**config.mk**
```make
export PLATFORM = sky130hd
export DESIGN_NAME = bin2ascii_stream_flat
export DESIGN_NICKNAME = d
export VERILOG_FILES = /design/src/rtl/bin2ascii_stream_if.sv /design/src/rtl/bin2ascii_stream.sv /design/src/flat_wrapper.sv
export SDC_FILE = /design/constraint.sdc
export NUM_CORES = 1
export LEC_CHECK = 0
export BUFFER_PORTS_ARGS = -buffer_cell sky130_fd_sc_hd__buf_2
export CAP_MARGIN = 30
export CORE_MARGIN = 1
export CORE_UTILIZATION = 44
export DETAILED_ROUTE_END_ITERATION = 16
export MAX_ROUTING_LAYER = met4
export PLACE_DENSITY = 0.62
export SLEW_MARGIN = 5
export SYNTH_ARGS = -nofsm -noshare
export SYNTH_HDL_FRONTEND = slang
export SYNTH_SLANG_ARGS = --single-unit
```
**constraint.sdc**
```tcl
create_clock -name clk -period 2.9 [get_ports clk]
set_input_delay 0.29 -clock clk [delete_from_list [all_inputs] [get_ports clk]]
set_output_delay 0.29 -clock clk [all_outputs]
set_load 0.05 [all_outputs]
```
**src/rtl/bin2ascii_stream_if.sv**
```systemverilog
// Handshake bundle for bin2ascii_stream: value input side and ASCII byte output side.
interface bin2ascii_stream_if #(
  parameter int DATA_W = 16
);
  logic [DATA_W-1:0] in_data;
  logic              in_valid;
  logic              in_ready;
  logic [7:0]        out_byte;
  logic              out_valid;
  logic              out_ready;
  logic              busy;

  modport master (
    output in_data, in_valid, out_ready,
    input  in_ready, out_byte, out_valid, busy
  );

  modport slave (
    input  in_data, in_valid, out_ready,
    output in_ready, out_byte, out_valid, busy
  );
endinterface

```
**src/rtl/bin2ascii_stream.sv**
```systemverilog
// Binary to ASCII decimal formatter: sequential double-dabble conversion, then
// byte-serial output with optional sign, leading-zero suppression and CR/LF.
module bin2ascii_stream #(
  parameter int DATA_W      = 16,
  parameter int DIGITS      = 5,
  parameter bit SIGNED      = 1'b0,
  parameter bit SUPPRESS_LZ = 1'b1,
  parameter bit APPEND_CRLF = 1'b1
) (
  input  logic                clk,
  input  logic                rst_n,
  bin2ascii_stream_if.slave   bus
);
  localparam int BW = 4 * DIGITS;
  localparam int CW = $clog2(DATA_W + 1);
  localparam int PW = (DIGITS > 1) ? $clog2(DIGITS) : 1;

  typedef enum logic [2:0] {
    S_IDLE, S_CONVERT, S_SIGN, S_DIGIT, S_CR, S_LF
  } state_t;

  state_t            state_q;
  logic [BW-1:0]     bcd_q;
  logic [DATA_W-1:0] shift_q;
  logic [CW-1:0]     cnt_q;
  logic [PW-1:0]     ptr_q;
  logic              neg_q;
  logic [7:0]        out_byte_q;
  logic              out_valid_q;

  logic [BW-1:0]     bcd_adj;
  logic [BW-1:0]     bcd_d;
  logic [DATA_W-1:0] shift_d;
  logic [DATA_W-1:0] mag_d;
  logic [PW-1:0]     lead_ptr_d;
  logic              xfer;

  function automatic logic [7:0] digit_ascii(input logic [BW-1:0] b, input logic [PW-1:0] p);
    return {4'h3, b[4*int'(p) +: 4]};
  endfunction

  always_comb begin
    bcd_adj = bcd_q;
    for (int unsigned i = 0; i < DIGITS; i++) begin
      if (bcd_adj[4*i +: 4] >= 4'd5) bcd_adj[4*i +: 4] = bcd_adj[4*i +: 4] + 4'd3;
    end
    bcd_d   = (bcd_adj << 1) | {{(BW-1){1'b0}}, shift_q[DATA_W-1]};
    shift_d = shift_q << 1;

    // Pointer taken from the post-step BCD so the last CONVERT edge can load the first byte.
    lead_ptr_d = '0;
    if (SUPPRESS_LZ) begin
      for (int unsigned i = 0; i < DIGITS; i++) begin
        if (bcd_d[4*i +: 4] != 4'd0) lead_ptr_d = PW'(i);
      end
    end else begin
      lead_ptr_d = PW'(DIGITS - 1);
    end

    mag_d = bus.in_data;
    if (SIGNED && bus.in_data[DATA_W-1]) mag_d = ~bus.in_data + DATA_W'(1);

    xfer = out_valid_q && bus.out_ready;
  end

  always_ff @(posedge clk or negedge rst_n) begin
    if (!rst_n) begin
      state_q     <= S_IDLE;
      bcd_q       <= '0;
      shift_q     <= '0;
      cnt_q       <= '0;
      ptr_q       <= '0;
      neg_q       <= 1'b0;
      out_byte_q  <= '0;
      out_valid_q <= 1'b0;
    end else begin
      case (state_q)
        S_IDLE: begin
          if (bus.in_valid) begin
            shift_q <= mag_d;
            neg_q   <= SIGNED && bus.in_data[DATA_W-1];
            bcd_q   <= '0;
            cnt_q   <= '0;
            state_q <= S_CONVERT;
          end
        end
        S_CONVERT: begin
          bcd_q   <= bcd_d;
          shift_q <= shift_d;
          cnt_q   <= cnt_q + CW'(1);
          if (cnt_q == CW'(DATA_W - 1)) begin
            ptr_q       <= lead_ptr_d;
            out_valid_q <= 1'b1;
            if (neg_q) begin
              out_byte_q <= 8'h2D;
              state_q    <= S_SIGN;
            end else begin
              out_byte_q <= digit_ascii(bcd_d, lead_ptr_d);
              state_q    <= S_DIGIT;
            end
          end
        end
        S_SIGN: begin
          if (xfer) begin
            out_byte_q <= digit_ascii(bcd_q, ptr_q);
            state_q    <= S_DIGIT;
          end
        end
        S_DIGIT: begin
          if (xfer) begin
            if (ptr_q == '0) begin
              if (APPEND_CRLF) begin
                out_byte_q <= 8'h0D;
                state_q    <= S_CR;
              end else begin
                out_byte_q  <= '0;
                out_valid_q <= 1'b0;
                state_q     <= S_IDLE;
              end
            end else begin
              ptr_q      <= ptr_q - PW'(1);
              out_byte_q <= digit_ascii(bcd_q, ptr_q - PW'(1));
            end
          end
        end
        S_CR: begin
          if (xfer) begin
            out_byte_q <= 8'h0A;
            state_q    <= S_LF;
          end
        end
        S_LF: begin
          if (xfer) begin
            out_byte_q  <= '0;
            out_valid_q <= 1'b0;
            state_q     <= S_IDLE;
          end
        end
        default: begin
          out_valid_q <= 1'b0;
          state_q     <= S_IDLE;
        end
      endcase
    end
  end

  assign bus.in_ready  = (state_q == S_IDLE);
  assign bus.busy      = (state_q != S_IDLE);
  assign bus.out_byte  = out_byte_q;
  assign bus.out_valid = out_valid_q;
endmodule

```
**src/flat_wrapper.sv**
```systemverilog
// flat-port wrapper written by rule: the top's interface ports become plain ports
module bin2ascii_stream_flat 
#(
  parameter int DATA_W      = 16,
  parameter int DIGITS      = 5,
  parameter bit SIGNED      = 1'b0,
  parameter bit SUPPRESS_LZ = 1'b1,
  parameter bit APPEND_CRLF = 1'b1
)
  (clk, rst_n, bus_in_data, bus_in_valid, bus_out_ready, bus_in_ready, bus_out_byte, bus_out_valid, bus_busy);
  bin2ascii_stream_if #(.DATA_W(DATA_W)) bus_i ();
  input  logic clk;
  input  logic rst_n;
  input wire logic [$bits(bus_i.in_data)-1:0] bus_in_data;
  input wire logic [$bits(bus_i.in_valid)-1:0] bus_in_valid;
  input wire logic [$bits(bus_i.out_ready)-1:0] bus_out_ready;
  output wire logic [$bits(bus_i.in_ready)-1:0] bus_in_ready;
  output wire logic [$bits(bus_i.out_byte)-1:0] bus_out_byte;
  output wire logic [$bits(bus_i.out_valid)-1:0] bus_out_valid;
  output wire logic [$bits(bus_i.busy)-1:0] bus_busy;
  assign bus_i.in_data = bus_in_data;
  assign bus_i.in_valid = bus_in_valid;
  assign bus_i.out_ready = bus_out_ready;
  assign bus_in_ready = bus_i.in_ready;
  assign bus_out_byte = bus_i.out_byte;
  assign bus_out_valid = bus_i.out_valid;
  assign bus_busy = bus_i.busy;
  bin2ascii_stream #(.DATA_W(DATA_W), .DIGITS(DIGITS), .SIGNED(SIGNED), .SUPPRESS_LZ(SUPPRESS_LZ), .APPEND_CRLF(APPEND_CRLF)) u_core (.clk(clk), .rst_n(rst_n), .bus(bus_i));
endmodule
```
==> flow_metrics.tcl <==
set metrics [dict create \
    status "finished clean" \
    cp-start-kind "flop" \
    path_cells "inv_1 -> ha_1 -> mux4_2 -> mux2i_1 -> a221oi_1 -> a211o_1 -> mux2i_1 -> o31ai_1" \
    first_global_vias 3231 \
    synth-seq-cells 53 \
    final_common_cell "nand2_1" \
    rsz0062_at_grt "no" \
    crit_slowest_cell "dfrtp_1" \
    ant_nets 0 \
    drive_gt1_frac 0.136 \
    crit_type "flop to flop" \
    clock_sinks 53 \
    clkTransAtPathRegs_ps 120 \
    avgViaCountPerCell 5.86 \
    syn_inst 468 \
    synth-simple-area-share 0.241 \
    whs_path_depth 3 \
    min-delay-start "bus_in_data[0]" \
    grt_max_degree 36 \
    die_area_um2 9070 \
    p_leak_nw 1.76 \
    relSlewSlack 0.571 \
    design_area_um2 4150 \
    drc 0 \
    root_buffer "clkbuf_8" \
    cap_violations 0 \
    cts_setup_buffers 0 \
    dr.pass1.iters 4 \
    intPower_w 0.00266 \
    clock_path_buffers 2 \
    netSwitchingFraction 0.512 \
    crit_family "multiplexers" \
    die_w_um 95.2 \
    r2r_slack_ps 460 \
    wl_um 10100 \
    synth-main-ff-cell "dfrtp_1" \
    p_per_area_nw_per_um2 1310 \
    synthArstFlopShare 1.00 \
    comb_power_share 0.611 \
    synth_top_family_by_area "simple AND/OR/NAND/NOR gates" \
    path_buf_inv 1 \
    r2r_start "u_core.ptr_q[1]" \
    synth.distinct_cells 66 \
    final-setup-viol-count 0 \
    hold_violations 0 \
    mostFrequentLayoutCells "nand2_1, dfrtp_1, nor2_1, o21ai_0, nand3_1" \
    clkLatencyLatePin_ps 330 \
    ys_seq_area_frac 0.347 \
    p_sw_w 0.00279 \
    htree_num_levels 2 \
    tightest_slew_ps 643 \
    grt_use_total 0.247 \
    tritoncts "built" \
    worstPathMaxFanout 6 \
    place_area_um2 4030 \
    start_util 0.461 \
    io_buffers 28 \
    finalSetupTns_ps 0 \
    ios 31 \
    cp.arrival_ps 2660 \
    antenna_cells 0 \
    dpl.hpwl_um 7680 \
    rr_endpoint "u_core.bus.out_byte[3]" \
    syn_to_final_growth_pct 8.57 \
    die_h_um 95.2 \
    grt_pass1_wl_um 16500 \
    netlist_area_um2 3820 \
    antenna_found_initial 0 \
    ir_drop_mv 0.526 \
    synth_edf_count 0 \
    overflow 0 \
    period_share 0.840 \
    min_to "u_core.shift_q[0]" \
    routedWlPerCell_um 17.1 \
    hold_path.class "primary input to flop" \
    p_clk_frac 0.098 \
    synth.area.mux_share 0.0592 \
    cts-buffers-inserted 5 \
    synth_fa_ha_area_frac 0.0458 \
    synth_compound_area_frac 0.232 \
    nets 518 \
    rows 33 \
    core_region_area_um2 8300 \
    drt_iter0_drc 245 \
    slew_viol_final 0 \
    min_period_ps 2440 \
    ff2ff_path_depth 8 \
    route.vias.total 3457 \
    p_seq_frac 0.291 \
    cp_common_cell "mux2i_1" \
    cpPeakStageDelay_ps 530 \
    required_ps 3120 \
    place.gp.congestion 0.894 \
    timing.fmax_ghz 0.410 \
    endpoint_kind "flop" \
    synth_warnings 0 \
    synth-xor-area-share 0.0164 \
    fin_skew_ps 16.8 \
    syn_area_per_cell_um2 8.17 \
]
-- repair_timing --
item                      CTS  global route
hold endpoints to repair   13             0
hold buffers                1             0
resized for setup           0             0
-- synthesized netlist by cell type, types with 2 or more instances --
cell type,count,area [um2]
clkbuf_1,13,48.8
a211o_1,2,17.5
o21ai_0,38,190
nor3_1,6,30.0
o21a_1,2,15.0
buf_2,12,60.1
nand4_1,2,12.5
buf_4,4,30.0
nor3b_1,5,37.5
nand3b_1,2,15.0
xnor2_1,4,35.0
o221ai_1,3,26.3
o31ai_1,5,37.5
and2_1,5,31.3
a21oi_1,25,125
or2_2,3,18.8
nand3_1,31,155
a211oi_2,2,25.0
ha_1,14,175
nand2b_1,13,81.3
a211oi_1,5,37.5
a22oi_1,3,22.5
mux2i_1,8,80.1
inv_1,20,75.1
nand2_1,70,263
o311ai_1,2,17.5
buf_1,2,7.51
nor2b_1,4,25.0
a32o_1,2,20.0
a221oi_1,2,17.5
nor4_1,2,12.5
mux4_2,3,67.6
nor2_1,38,143
o21ai_1,9,45.0
dfrtp_1,53,1330
o22ai_1,6,37.5
mux4_1,2,52.6
o211ai_1,2,15.0
and3_1,4,25.0
a31oi_1,14,87.6
-- cell type report --
class / count / area [um2]
clock buffer: 6 / 72.6
fill: 824 / 4150
tap: 105 / 131
clock inverter: 2 / 38.8
inverter: 20 / 75.1
timing repair buffer: 39 / 225
sequential: 53 / 1330
multi-input combinational: 365 / 2280
-- power groups by stage --
stage	clock, W	combinational (W)	sequential [W]
detailed placement	0	0.00331	0.00159
finish	0.000535	0.00333	0.00159
CTS	0.000551	0.00332	0.00158
global route	0.000579	0.00373	0.00165
global placement	0	0.00326	0.00158
floorplan	0	0.00265	0.00144
-- worst max-delay path by stage --
| stage | startpoint | to | slack [ps] | depth (start not counted) |
|---|---|---|---|---|
| floorplan | u_core.ptr_q[0] | u_core.bus.out_byte[3] | 520 | 10 |
| global placement | u_core.ptr_q[1] | u_core.bus.out_byte[3] | 570 | 8 |
| detailed placement | u_core.bcd_q[16] | u_core.bus.out_byte[3] | 500 | 8 |
| CTS | u_core.bcd_q[16] | u_core.bus.out_byte[3] | 480 | 8 |
| global route | u_core.bcd_q[16] | u_core.bus.out_byte[3] | 250 | 8 |
| finish | u_core.ptr_q[1] | u_core.bus.out_byte[3] | 460 | 8 |
-- through the flow --
stage	hold slack [ps]	worst slack (ps)	utilization	std cells	total power (W)
2_1_floorplan	-5.59	521	-	469	0.00409
3_3_place_gp	342	565	0.486	581	0.00484
3_5_place_dp	351	504	0.486	581	0.00490
4_1_cts	147	482	0.500	590	0.00545
5_1_grt	167	248	0.500	590	0.00596
6_report	160	463	0.500	590	0.00545
-- worst reg2reg max path: stages (launching register included) --
cell and delay [ps]:
dfrtp_1 530, inv_1 130, ha_1 330, mux4_2 530
mux2i_1 150, a221oi_1 120, a211o_1 260, mux2i_1 180
o31ai_1 100
-- state kept, by name, summed over array words and instances, names as in the netlist --
signal / count
u_core.ptr_q: 3
u_core.bcd_q: 20
u_core.state_q: 3
u_core.bus.out_byte: 5
u_core.cnt_q: 5
u_core.shift_q: 16
u_core.bus.out_valid: 1
-- metal layers --
metal	up-vias	global-route usage	routed length, um
met5	-	-	0
met4	0	0.0631	184
met1	1630	0.331	4820
met3	19	0.0383	409
met2	91	0.389	4660
li1	1717	-	-
-- cells by family after synthesis --
logic type | after synthesis
other | 1
adder cells (fa/ha/maj) | 14
flip-flops | 53
multiplexers | 15
AND/OR/NAND/NOR | 192
buffers and inverters | 51
AO/OA/AOI/OAI | 137
XOR/XNOR | 5
Note: power is estimated with default switching activity, not from simulation.
